<file path="config.mk">
export PLATFORM = sky130hd
export DESIGN_NAME = cordic_postproc
export DESIGN_NICKNAME = d
export VERILOG_FILES = /design/src/rtl/cordic_pkg.sv /design/src/rtl/cordic_gain_mult.sv /design/src/rtl/cordic_postproc.sv
export SDC_FILE = /design/constraint.sdc
export NUM_CORES = 1
export LEC_CHECK = 0
export BUFFER_PORTS_ARGS = -buffer_cell sky130_fd_sc_hd__clkbuf_2
export CORE_ASPECT_RATIO = 1.1
export CORE_MARGIN = 3
export CORE_UTILIZATION = 40
export DETAILED_ROUTE_END_ITERATION = 10
export PLACE_DENSITY = 0.55
export SETUP_SLACK_MARGIN = 0.4
export SLEW_MARGIN = 25
export SYNTH_ARGS = -nofsm -noshare
export SYNTH_HDL_FRONTEND = slang
export SYNTH_SLANG_ARGS = --single-unit
</file>
<file path="constraint.sdc">
create_clock -name clk -period 6.41 [get_ports clk]
set_input_delay 0.3205 -clock clk [delete_from_list [all_inputs] [get_ports clk]]
set_output_delay 0.3205 -clock clk [all_outputs]
set_load 0.03 [all_outputs]
</file>
<file path="src/rtl/cordic_pkg.sv">
// Shared CORDIC constants so the pre-fold, pipe and post stages agree on widths,
// gain and angle units (full turn = 2^AWIDTH).
package cordic_pkg;

  localparam int unsigned DEF_WIDTH   = 16;
  localparam int unsigned DEF_AWIDTH  = 20;
  localparam int unsigned DEF_RES_TOL = 8;
  localparam int unsigned KGAIN_W     = 16;

  // 1/CORDIC gain (0.607253) in unsigned Q0.16
  localparam logic [KGAIN_W-1:0] DEF_KGAIN = 16'h9B75;

  localparam logic [DEF_AWIDTH-1:0] ANG_180 = {1'b1, {(DEF_AWIDTH-1){1'b0}}};
  localparam logic [DEF_AWIDTH-1:0] ANG_90  = {2'b01, {(DEF_AWIDTH-2){1'b0}}};

endpackage

</file>
<file path="src/rtl/cordic_gain_mult.sv">
// Registered unsigned WIDTH x 16 gain multiply followed by a registered
// round-half-up back to WIDTH bits (post-processing stages 2 and 3).
module cordic_gain_mult
  import cordic_pkg::*;
#(
  parameter int unsigned          WIDTH = DEF_WIDTH,
  parameter logic [KGAIN_W-1:0]   KGAIN = DEF_KGAIN
) (
  input  logic             clk,
  input  logic             rst,
  input  logic             ena,
  input  logic [WIDTH-1:0] xabs,
  output logic [WIDTH-1:0] mag
);

  localparam int unsigned PW = WIDTH + KGAIN_W;
  localparam logic [PW-1:0] ROUND = PW'(32'd1 << (KGAIN_W - 1));

  logic [PW-1:0] prod;

  // xabs < 2^(WIDTH-1) and KGAIN < 1.0, so prod + ROUND never carries out of PW bits
  always_ff @(posedge clk) begin
    if (rst) begin
      prod <= '0;
      mag  <= '0;
    end else if (ena) begin
      prod <= PW'(xabs) * PW'(KGAIN);
      mag  <= WIDTH'((prod + ROUND) >> KGAIN_W);
    end
  end

endmodule

</file>
<file path="src/rtl/cordic_postproc.sv">
// Output stage after the last vectoring CORDIC pipe stage: gain-compensated
// magnitude, unfolded phase and non-convergence flag over a 3-stage enabled pipe.
module cordic_postproc
  import cordic_pkg::*;
#(
  parameter int unsigned        WIDTH   = DEF_WIDTH,
  parameter int unsigned        AWIDTH  = DEF_AWIDTH,
  parameter logic [KGAIN_W-1:0] KGAIN   = DEF_KGAIN,
  parameter int unsigned        RES_TOL = DEF_RES_TOL
) (
  input  logic              clk,
  input  logic              rst,
  input  logic              ena,
  input  logic              in_valid,
  input  logic [WIDTH-1:0]  Xi,
  input  logic [WIDTH-1:0]  Yi,
  input  logic [AWIDTH-1:0] Zi,
  input  logic              flip_i,
  output logic              out_valid,
  output logic [WIDTH-1:0]  mag_o,
  output logic [AWIDTH-1:0] phase_o,
  output logic              nconv_o
);

  localparam int unsigned YW = WIDTH + 1;
  localparam logic [AWIDTH-1:0] HALF_TURN = {1'b1, {(AWIDTH-1){1'b0}}};

  logic              v1, v2;
  logic [WIDTH-1:0]  xabs;
  logic [AWIDTH-1:0] ph1, ph2;
  logic              nc1, nc2;
  logic [YW-1:0]     yext_c, yabs_c;

  // |Yi| in WIDTH+1 bits so the most-negative input maps to +2^(WIDTH-1)
  always_comb begin
    yext_c = {Yi[WIDTH-1], Yi};
    yabs_c = yext_c;
    if (Yi[WIDTH-1]) yabs_c = -yext_c;
  end

  // Stage 1: clamp negative X (fault), unfold phase, residual check
  always_ff @(posedge clk) begin
    if (rst) begin
      v1   <= 1'b0;
      xabs <= '0;
      ph1  <= '0;
      nc1  <= 1'b0;
    end else if (ena) begin
      v1   <= in_valid;
      xabs <= Xi[WIDTH-1] ? '0 : Xi;
      ph1  <= Zi + (flip_i ? HALF_TURN : '0);
      nc1  <= yabs_c > YW'(RES_TOL);
    end
  end

  // Stages 2-3: valid, phase and flag ride alongside the multiplier
  always_ff @(posedge clk) begin
    if (rst) begin
      v2        <= 1'b0;
      ph2       <= '0;
      nc2       <= 1'b0;
      out_valid <= 1'b0;
      phase_o   <= '0;
      nconv_o   <= 1'b0;
    end else if (ena) begin
      v2        <= v1;
      ph2       <= ph1;
      nc2       <= nc1;
      out_valid <= v2;
      phase_o   <= ph2;
      nconv_o   <= nc2;
    end
  end

  cordic_gain_mult #(
    .WIDTH (WIDTH),
    .KGAIN (KGAIN)
  ) u_gain (
    .clk  (clk),
    .rst  (rst),
    .ena  (ena),
    .xabs (xabs),
    .mag  (mag_o)
  );

endmodule

</file>
== Word level (Yosys, flattened, before mapping) ==
Cells that the tools add are included.

* Output and inout bits: 38
* Bits in registers: 130

* $add $sub $neg: 3
* Order comparisons: 1
* Multipliers: 1
* Multiplexer cells: 3

{| class="wikitable"
|+ Operators by type and width
! kind !! number
|-
| $add A32 B16 Y32 const B || 1
|-
| $mul A16 B16 Y32 const B || 1
|-
| $add A20 B20 Y20 || 1
|-
| $mux W20 || 1
|-
| $gt A17 B4 Y1 const B || 1
|-
| $mux W17 || 1
|-
| $neg A17 Y17 || 1
|-
| $mux W15 || 1
|}

== Logic depth before layout (Yosys ltp) ==
Gate-level depths: netlist of run 1.

* Depth after elaboration: 3
* Mapped depth: 20

== Cells and area by module ==
Synthesis of run 1 repeated with hierarchy kept, for this count alone.

* Cell total of the unflattened synthesis: 1012
* Area total of the unflattened synthesis: 9751.9 sq um

{| class="wikitable"
|+ Modules (own cells, without submodules)
! module !! sequential area each (sq um) !! times used !! area an instance (sq um) !! cells an instance
|-
| cordic_gain_mult || 660.6 || 1 || 6540.0 || 687
|-
| cordic_postproc || 1621.6 || 1 || 3211.8 || 325
|}

== Worst setup path before layout of run 1 ==
Ideal clock, no wire load.

* Path type: register to register
* Start point: register xabs[9]
* End point: register u_gain.prod[27]
* Cell stages (with the launch flop): 19
* Arrival time: 5580 ps
* Library setup time: 95 ps
* Path buffers: 0
* Period minus slack after synthesis: 5676 ps
* Path slack: 734 ps
* Data required time: 6315 ps
* Path through: dfxtp_1 > inv_1 > fa_1 > fa_1 > inv_1 > fa_1 > fa_1 > fa_1 > inv_1 > fa_1 > inv_1 > ha_1 > a2111oi_4 > o221ai_1 > a211oi_2 > o21ai_2 > a41o_4 > a2111o_1 > o311ai_1

* Longest elaborated chain between the ends: 1

{| class="wikitable"
|+ Ends and longest elaborated chain
! element !! RTL line !! RTL
|-
| start: declaration || cordic_postproc.sv:29 || <nowiki>logic [WIDTH-1:0] xabs;</nowiki>
|-
| start signal: assignment || cordic_postproc.sv:50 || <nowiki>xabs <= Xi[WIDTH-1] ? '0 : Xi;</nowiki>
|-
| $mul A16 B16 Y32 || cordic_gain_mult.sv:27 || <nowiki>prod <= PW'(xabs) * PW'(KGAIN);</nowiki>
|-
| end signal: assignment || cordic_gain_mult.sv:27 ||
|-
| end: declaration || cordic_gain_mult.sv:19 || <nowiki>logic [PW-1:0] prod;</nowiki>
|}

No other way between the ends.
A chain may end at the register's enable or synchronous reset.

== Final worst setup path of run 1 ==
* Start point: register xabs[8]
* End point: register u_gain.prod[27]

Same word-level chain as after synthesis.

==> metrics, run 1 <==
CTS sink cnt 114; Post-synth EDFFs 0; slew margin rel. 41.1%; status finished, final reports clean; worst hold path endpoint xabs[3]$_SDFFE_PP0P_; kind of critical path reg -> reg; Seq pwr share 32.3%; final hold viol count 0; standard-cell rows 57; initial antenna violation count 0; fin. max-slew vios 0; Worst Path Required 6.73 ns; vias after detailed routing 6801; htree depth 4; Post-Synthesis Cells 959; hold crit path type in -> reg; period utilisation layout 90.0%; # hold bufs at CTS 0; Hold Crit Start Xi[3]; Initial Util 41.5%; Top FF cell, synth dfxtp_1; complex-gate fraction of the synthesized area 11.9%; final core occ 48.0%; placed inst area 10100 um^2; Die X 152 um; Yosys Warn Count 0; XOR/XNOR Fraction of Synth Area 1.97%; Max Cap Viol 0; Reg-to-Reg End u_gain.prod[27]$_SDFFE_PP0P_; Final Non-Filler Cells 1358; remaining global-route overflow 0; clock share of power 38.9%; largest net degree at the start of global routing 100; first-pass GRT wire length 36.4 mm; Highest Clock Rate 0.173 GHz; switching share of power 34.8%; combinational share of power 28.7%; nets 1324; Syn Area/Cell 9.72 um^2; NetSw 851 uW; reg2reg start xabs[8]$_SDFFE_PP0P_; CP Capture Type flip-flop; Pre-antenna DRT Iters 4; core region area 22500 um^2; Port Buffers 94; Worst-Margin Slew 0.883 ns; flop-to-flop setup slack 0.64 ns; layout cells sized above 1 16.0%; Critical Path AT 6.09 ns; clock skew 0.0128 ns; Critical Path Start Type flip-flop; Synth async-reset ratio 0%; RSZ-0062 raised after global routing false; VDD IR max 0.183 mV; CP Max Fanout 5; Cells after DPL 1325; clock latency on the worst-skew pair 0.42 ns; Post-Synth Simple-Gate Area 10.4%; io pins 95; post-route ant nets 0; HPWL Detailed 17.2 mm; main combinational cell family by area after synthesis adder cells; Setup TNS 0 ns; antenna cells 0; Min Clock Period, post-route 5.77 ns; CTS Buf Count 17; clk slew on worst S/H paths 0.06 ns; Area Growth Syn to Fin 15.6%; number of global-route vias before repair 7006; Die Ht 166 um; Post-Synth Adder-Cell Area 36.7%; hold path depth 3; DR WL/cell 16.0 um; Static Leak 5.44 nW; DIE AREA 25200 um^2; Via density 5.01; multiplexer share of the synthesized area 7.53%; routability cong. 0.908; path depth of the worst reg2reg path 16; syn nets 1233; commonest non-fill, non-tap cell in the layout inv_1; #FFs+latches synth 114; Synth cell types 65; Synth Cell Area 9320 um^2; most frequent cells in the layout inv_1 (137), nor2_1 (123), ha_1 (121), dfxtp_1 (109), fa_1 (93); fin area 10800 um^2; CTS tree built; number of DRC violations after detailed-routing iteration 0 300; Tot GR Track Use 18.1%; P_int 1.59 mW; final setup violating endpoints 0; CTS max path bufs 2; Remaining DRCs 0; Total Wirelength 21.7 mm; sequential share of the synthesized area 24.5%; CTS Root Cell clkbuf_16; pwr dens 227 nW/um^2
[worst max-delay path, stage by stage, from the launching register on]
cell and delay, ns:
dfxtp_4 0.40, clkinvlp_4 0.18, fa_2 0.51, fa_1 0.51
inv_1 0.05, fa_1 0.52, fa_1 0.45, fa_1 0.52
fa_1 0.50, ha_1 0.27, a2111oi_4 0.37, o221ai_2 0.16
a211oi_2 0.29, o21ai_2 0.14, a41o_4 0.30, a2111o_1 0.40
o311ai_1 0.08
[metrics by stage]
step           setup slack (ns)  hold WS (ns)  power (mW)
2_1_floorplan             0.734         0.460        1.30
3_3_place_gp              0.408         0.474        1.48
3_5_place_dp              0.340         0.481        1.48
4_1_cts                   0.426         0.114        2.46
5_1_grt                   0.396         0.131        2.62
6_report                  0.642         0.125        2.44
[state kept, by name, summed over array words and instances (netlist names)]
signal	cells
xabs	15
v1	1
phase_o	20
ph2	20
ph1	20
out_valid	1
v2	1
u_gain.mag	16
u_gain.prod	17
nc2	1
nc1	1
nconv_o	1
[area by class of cell]
type                            instances  area (um^2)
Fill cell                            2206        11700
Multi-Input combinational cell        673         6440
Clock inverter                         15          164
Tap cell                              295          369
Inverter                              141          536
Clock buffer                           17          425
Sequential cell                       114         2300
Timing Repair Buffer                  103          547
[routing by layer]
| layer | up-vias | part of all wire [%] | GRT usage (%) |
|---|---|---|---|
| met5 | - | 0 | 0 |
| met4 | 0 | 1.6 | 4.69 |
| met3 | 24 | 3.3 | 3.60 |
| met2 | 100 | 45 | 27.8 |
| met1 | 3223 | 50 | 26.2 |
| li1 | 3454 | - | - |
[worst max path at each step]
stage	cells after the start	slack [ns]	from	end
after CTS	18	0.43	xabs[9]$_SDFFE_PP0P_	u_gain.prod[27]$_SDFFE_PP0P_
after global placement	18	0.41	xabs[11]$_SDFFE_PP0P_	u_gain.prod[27]$_SDFFE_PP0P_
after detailed placement	18	0.34	xabs[8]$_SDFFE_PP0P_	u_gain.prod[21]$_SDFFE_PP0P_
after floorplan	18	0.73	xabs[9]$_SDFFE_PP0P_	u_gain.prod[27]$_SDFFE_PP0P_
final	16	0.64	xabs[8]$_SDFFE_PP0P_	u_gain.prod[27]$_SDFFE_PP0P_
after global routing	16	0.40	xabs[4]$_SDFFE_PP0P_	u_gain.prod[27]$_SDFFE_PP0P_
[cell families (layout without fill, tap and decap cells)]
kind of cell             Yosys count  after routing
AO/OA/AOI/OAI                    150            150
XOR/XNOR                          21             21
adder cells (fa/ha/maj)          217            217
buffers and inverters            172            276
flip-flops                       114            114
multiplexers                      70             70
AND/OR/NAND/NOR                  215            215
[power by group through the flow]
stage	registers [mW]	logic, mW	clock network [mW]
after CTS	0.791	0.689	0.982
final	0.790	0.702	0.951
after floorplan	0.817	0.482	0
after global placement	0.806	0.676	0
after global routing	0.797	0.803	1.02
after detailed placement	0.806	0.672	0
[synth_stat cells (all sizes together) (14+ instances only)]
cell	instances	area (um^2)
xor2	14	123
mux2i	69	691
nor2	123	462
nand2	26	97.6
dfxtp	114	2280
inv	141	529
a211oi	19	148
clkbuf	18	67.6
o21ai	25	129
nand3	16	80.1
ha	123	1540
fa	94	1880
a21oi	28	140
[repair_timing]
| action | 4_1_cts | 5_1_grt |
|---|---|---|
| hold endpoints to repair | 0 | 0 |
| setup endpoints to repair | 6 | 8 |
| pin swaps | 2 | 4 |
| setup buffers | 0 | 1 |
| gates cloned | 0 | 0 |
| resized for setup | 5 | 19 |
No activity file was read; power rests on OpenSTA's default activity.
==> run 2, diff against run 1 <==
Settings changed: CELL_PAD_IN_SITES_DETAIL_PLACEMENT from default to 0, CELL_PAD_IN_SITES_GLOBAL_PLACEMENT from default to 2, CORE_UTILIZATION 40 to 39, PLACE_DENSITY 0.55 to 0.79.
==> run 2 against run 1 <==
  * Register-to-register slack about the same
  * Die area grew 2.5%
  * Clock skew increased by 0.0049 ns
  * Global-route usage is 0.53 points lower
  * Count of clock-buffer cells in the layout is the same
  * Power increased by 0.21%
  * Combinational power shrank 1%
==> metrics, run 2 (synthesis results as in run 1) <==
placed inst area 10100 um^2 (+0.28%); Pre-antenna DRT Iters 4 (unchanged); Seq pwr share 32.2% (about the same); final core occ 46.5% (-1.4 points); layer with the highest usage met2; switching share of power 35.2% (+0.38 points); kind of critical path reg -> reg; Tot GR Track Use 17.6% (-0.53 points); end point of the critical path u_gain.prod[27]$_SDFFE_PP0P_; commonest non-fill, non-tap cell in the layout inv_1; slew margin rel. 41.9% (+0.78 points); final hold viol count 0 (unchanged); VDD IR max 0.173 mV (-5.6%); remaining global-route overflow 0 (unchanged); dpl ws 0.364 ns (+0.0235 ns); Highest Clock Rate 0.173 GHz (about the same); combinational share of power 28.4% (-0.3 points); DR WL/cell 16.0 um (+0.26%); CTS Buf Count 17 (unchanged); nets 1329 (+0.38%); layout cells sized above 1 16.2% (+0.21 points); antenna cells 0 (unchanged); CP Capture Type flip-flop; hold crit path type in -> reg; Final Non-Filler Cells 1368 (+0.74%); Remaining DRCs 0 (unchanged); most frequent cells in the layout inv_1 (137), nor2_1 (123), ha_1 (122), dfxtp_1 (110), fa_1 (94); Initial Util 40.2% (-1.4 points); CTS sink cnt 114 (unchanged); htree depth 4 (unchanged); Area Growth Syn to Fin 15.9%; CTS Root Cell clkbuf_16; clock latency on the worst-skew pair 0.43 ns (about the same); Min Clock Period, post-route 5.77 ns (+0.00269 ns); DIE AREA 25800 um^2 (+2.5%); Worst Path Required 6.73 ns (about the same); fin. max-slew vios 0 (unchanged); clk slew on worst S/H paths 0.07 ns (about the same); CP Max Fanout 6 (+1); # hold bufs at CTS 0 (unchanged); post-route ant nets 0 (unchanged); Die X 153 um (+1.2%); io pins 95 (unchanged); Static Leak 5.46 nW (+0.36%); period utilisation layout 90.0% (about the same); first-pass GRT wire length 37.1 mm (+1.8%); core region area 23200 um^2 (+3.4%); Via density 4.98 (-0.54%); number of global-route vias before repair 7133 (+1.8%); reg2reg start xabs[4]$_SDFFE_PP0P_; M1 GR Usage 23.8% (-2.4 points); status finished, final reports clean; CTS max path bufs 2 (unchanged); Reg-to-Reg End u_gain.prod[27]$_SDFFE_PP0P_; Die Ht 168 um (+1.2%); clock skew 0.0177 ns (+0.00491 ns); clock share of power 39.5% (+0.6 points); Critical Path Start Type flip-flop; Port Buffers 94 (unchanged); P_int 1.59 mW (-0.38%); Max Cap Viol 0 (unchanged); post-layout worst setup margin 0.640 ns (-0.00269 ns); routability cong. 0.898 (-1.1%); fin area 10800 um^2 (+0.26%); CTS tree built; HPWL Detailed 17.2 mm (-0.11%); Total Wirelength 21.9 mm (+0.99%); NetSw 862 uW (+1.3%); Setup TNS 0 ns (unchanged); standard-cell rows 58 (+1.8%); Critical Path Start xabs[4]$_SDFFE_PP0P_; number of DRC violations after detailed-routing iteration 0 269 (-10%); flop-to-flop setup slack 0.64 ns (about the same); largest net degree at the start of global routing 98 (-2.0%); vias after detailed routing 6814 (+0.19%); initial antenna violation count 0 (unchanged); met2 Use GR 28.5% (+0.73 points); GR Layer Usage met3 4.01% (+0.41 points); largest registers ph1 (20), ph2 (20), phase_o (20); RSZ-0062 raised after global routing false; path depth of the worst reg2reg path 16 (unchanged); Cells after DPL 1333 (+0.60%); Worst-Margin Slew 0.872 ns (-0.0116 ns); Critical Path AT 6.09 ns (about the same); pwr dens 227 nW/um^2 (about the same); final setup violating endpoints 0 (unchanged)
-- run 2: cell types whose count changed in the layout (fill, tap and decap cells not counted), sizes merged --
cell | before | now
clkinvlp | 2 | 4
inv | 150 | 151
buf | 11 | 16
clkinv | 3 | 0
-- run 2: layout make-up --
type | instances | area, um^2
timing repair buffer | 108 | 584
fill | 2276 | 12400
inverter | 141 | 538
clock inverter | 15 | 159
multi-input combinational | 673 | 6430
tap | 300 | 375
sequential | 114 | 2290
clock buffer | 17 | 425
-- run 2: critical path: stages, from the launching register on --
cell       delay, ns
dfxtp_1         0.55
inv_1           0.21
fa_1            0.47
fa_1            0.48
inv_1           0.06
fa_1            0.47
ha_1            0.35
fa_1            0.53
fa_1            0.52
ha_1            0.29
a2111oi_4       0.36
o221ai_2        0.17
a211oi_2        0.28
o21ai_2         0.12
a41o_4          0.30
a2111o_1        0.40
o311ai_1        0.08
-- run 2: stage by stage --
stage	power (mW)	hold slack (ns)
floorplan	1.30	0.460
global placement	1.49	0.471
detailed placement	1.48	0.477
CTS	2.47	0.107
global route	2.62	0.122
finish	2.45	0.117
-- run 2: worst min path at each step --
stage / start / end / slack, ns / depth (start not counted)
floorplan: Xi[0] / xabs[0]$_SDFFE_PP0P_ / 0.46 / 2
global placement: u_gain.mag[3]$_SDFFE_PP0P_ / u_gain.mag[3]$_SDFFE_PP0P_ / 0.47 / 2
detailed placement: u_gain.mag[15]$_SDFFE_PP0P_ / u_gain.mag[15]$_SDFFE_PP0P_ / 0.48 / 2
CTS: Xi[0] / xabs[0]$_SDFFE_PP0P_ / 0.11 / 3
global route: Xi[5] / xabs[5]$_SDFFE_PP0P_ / 0.12 / 3
finish: Xi[0] / xabs[0]$_SDFFE_PP0P_ / 0.12 / 3
-- run 2: power groups by stage --
| stage | clock (mW) | sequential (mW) | combinational [mW] |
|---|---|---|---|
| after floorplan | 0 | 0.817 | 0.482 |
| after global placement | 0 | 0.804 | 0.682 |
| after detailed placement | 0 | 0.804 | 0.674 |
| after CTS | 0.995 | 0.789 | 0.689 |
| after global routing | 1.03 | 0.794 | 0.805 |
| final | 0.966 | 0.788 | 0.695 |
-- run 2: layer usage --
layer	vias up	routed length (um)
li1	3454	-
met1	3219	10400
met2	114	10100
met3	27	949
met4	0	410
met5	-	0
-- run 2: repair_timing --
action | 4_1_cts | 5_1_grt
gates resized for setup | 3 | 17
endpoints found under the setup margin | 5 | 8
buffers inserted | 0 | 3
pin swaps | 0 | 4
hold endpoints to repair | 0 | 0
==> run 3, diff against run 2 <==
Settings changed: REMOVE_ABC_BUFFERS from default to 1.
==> run 3 against run 2 <==
  * Die area unchanged
  * Combinational power decreased by 3.0%
  * Sequential share of layout area increased by 0.091 points
  * Utilization decreased by 0.20 points
  * Global-route usage decreased by 0.94 points
  * Power decreased by 1.8%
  * Critical endpoint unchanged
  * Largest power group unchanged
==> metrics, run 3 (synthesis results as in run 1) <==
Hold Crit Start Xi[14]; Die Ht 168 um (unchanged); Critical Path AT 6.06 ns (-0.03 ns); reg2reg start xabs[9]$_SDFFE_PP0P_; Hold Slack 0.122 ns (+0.00484 ns); nets 1325 (-0.30%); period utilisation layout 89.5% (-0.49 points); standard-cell rows 58 (unchanged); Critical Path Start Type flip-flop; vias after detailed routing 6734 (-1.2%); Via density 4.94 (-0.88%); slew margin rel. 44.2% (+2.3 points); pwr dens 223 nW/um^2 (-1.4%); Max Cap Viol 0 (unchanged); CP cell instances inv_2, fa_1, fa_1, inv_1, fa_1, fa_1, fa_1, inv_1, fa_1, inv_1, ha_4, a2111oi_4, o221ai_2, a211oi_2, o21ai_2, a41o_4, a2111o_1, o311ai_1; final setup violating endpoints 0 (unchanged); clock skew 0.0245 ns (+0.00674 ns); Static Leak 5.44 nW (-0.44%); Die X 153 um (unchanged); DR WL/cell 15.2 um (-5.4%); io pins 95 (unchanged); layout cells sized above 1 15.8% (-0.41 points); clock latency on the worst-skew pair 0.43 ns (about the same); dpl ws 0.323 ns (-0.0405 ns); CTS Root Cell clkbuf_16; Tot Pwr 2.40 mW (-1.8%); remaining global-route overflow 0 (unchanged); largest registers ph1 (20), ph2 (20), phase_o (20); Initial Util 40.2% (unchanged); CTS tree built; Pre-antenna DRT Iters 5 (+1); CTS Buf Count 17 (unchanged); Highest Clock Rate 0.174 GHz (+0.55%); Area Growth Syn to Fin 15.4%; CP max-delay cell fa_1; Min Clock Period, post-route 5.74 ns (-0.0314 ns); most used cell, CP fa_1; largest net degree at the start of global routing 83 (-15%); Total Wirelength 20.7 mm (-5.7%); Critical Path Start xabs[9]$_SDFFE_PP0P_; CP Capture Type flip-flop; Worst path max stage delay 0.55 ns (about the same); routability cong. 0.865 (-3.7%); RSZ-0062 raised after global routing false; number of DRC violations after detailed-routing iteration 0 272 (+1.1%); Cells after DPL 1331 (-0.15%); Tot GR Track Use 16.6% (-0.94 points); Remaining DRCs 0 (unchanged); Worst-Margin Slew 0.837 ns (-0.0349 ns); Worst Path Required 6.74 ns (about the same); Final Non-Filler Cells 1364 (-0.29%); initial antenna violation count 0 (unchanged); clk slew on worst S/H paths 0.06 ns (about the same); DIE AREA 25800 um^2 (unchanged); commonest non-fill, non-tap cell in the layout inv_1; fin. max-slew vios 0 (unchanged); HPWL Detailed 16.4 mm (-4.8%); CTS max path bufs 2 (unchanged); htree depth 4 (unchanged); most frequent cells in the layout inv_1 (136), nor2_1 (123), ha_1 (122), dfxtp_1 (110), fa_1 (94); antenna cells 0 (unchanged); kind of critical path reg -> reg; VDD IR max 0.139 mV (-20%); Setup TNS 0 ns (unchanged); CP Max Fanout 5 (-1); # hold bufs at CTS 0 (unchanged); CTS sink cnt 114 (unchanged); core region area 23200 um^2 (unchanged); status finished, final reports clean; number of global-route vias before repair 6762 (-5.2%); post-route ant nets 0 (unchanged); first-pass GRT wire length 34.9 mm (-5.9%); Port Buffers 94 (unchanged); hold crit path type in -> reg; final hold viol count 0 (unchanged); post-layout worst setup margin 0.671 ns (+0.0314 ns); flop-to-flop setup slack 0.67 ns (+0.03 ns)
## run 3: changes by cell type in the layout (fill, tap and decap cells not counted), moves of 2 or more
cell and delta:
clkinv_2 +2, inv_8 -4, buf_4 -4, clkinv_4 +3, inv_2 +3, inv_6 -3
## run 3: worst paths after layout
path,to,cells after the start
max,u_gain.prod[27]$_SDFFE_PP0P_,18
min,xabs[14]$_SDFFE_PP0P_,3
max reg2reg,u_gain.prod[27]$_SDFFE_PP0P_,18
min reg2reg,u_gain.mag[10]$_SDFFE_PP0P_,2
## run 3: critical path, delay by kind of cell, from the launching register on
family	cells	cell delay, ns
DFF	1	0.38
buffers and inverters	4	0.26
adders and majority gates	7	3.35
AOI/OAI and AO/OA	7	1.67
## run 3: stage by stage
stage          cell area [um^2]  utilization, %
6_report                  10800            46.3
5_1_grt                   10800            46.3
4_1_cts                   10700            46.2
3_5_place_dp              10100            43.6
3_3_place_gp              10100            43.6
2_1_floorplan              9200               -
## run 3: cell type report
cell class	instances	area, um^2
clock inverter	14	154
tap	300	375
timing repair buffer	104	554
multi-input combinational	673	6420
fill	2307	12500
inverter	141	532
sequential	114	2290
clock buffer	18	429
## run 3: repair_timing
action,4_1_cts,5_1_grt
pin swaps,1,4
endpoints found under the setup margin,3,9
setup buffers,0,1
gates resized for setup,9,9
## run 3: power by group
group          internal (mW)  total, mW  switching (mW)
logic                  0.279      0.674           0.395
clock network          0.576      0.944           0.368
registers              0.751      0.787          0.0362
## run 3: per-layer routing
layer | GRT usage, % | up-vias | wire length, um
li1 | - | 3444 | -
met1 | 22.9 | 3172 | 10200
met2 | 26.9 | 106 | 9630
met3 | 3.57 | 12 | 743
met4 | 4.03 | 0 | 155
met5 | 0 | - | 0
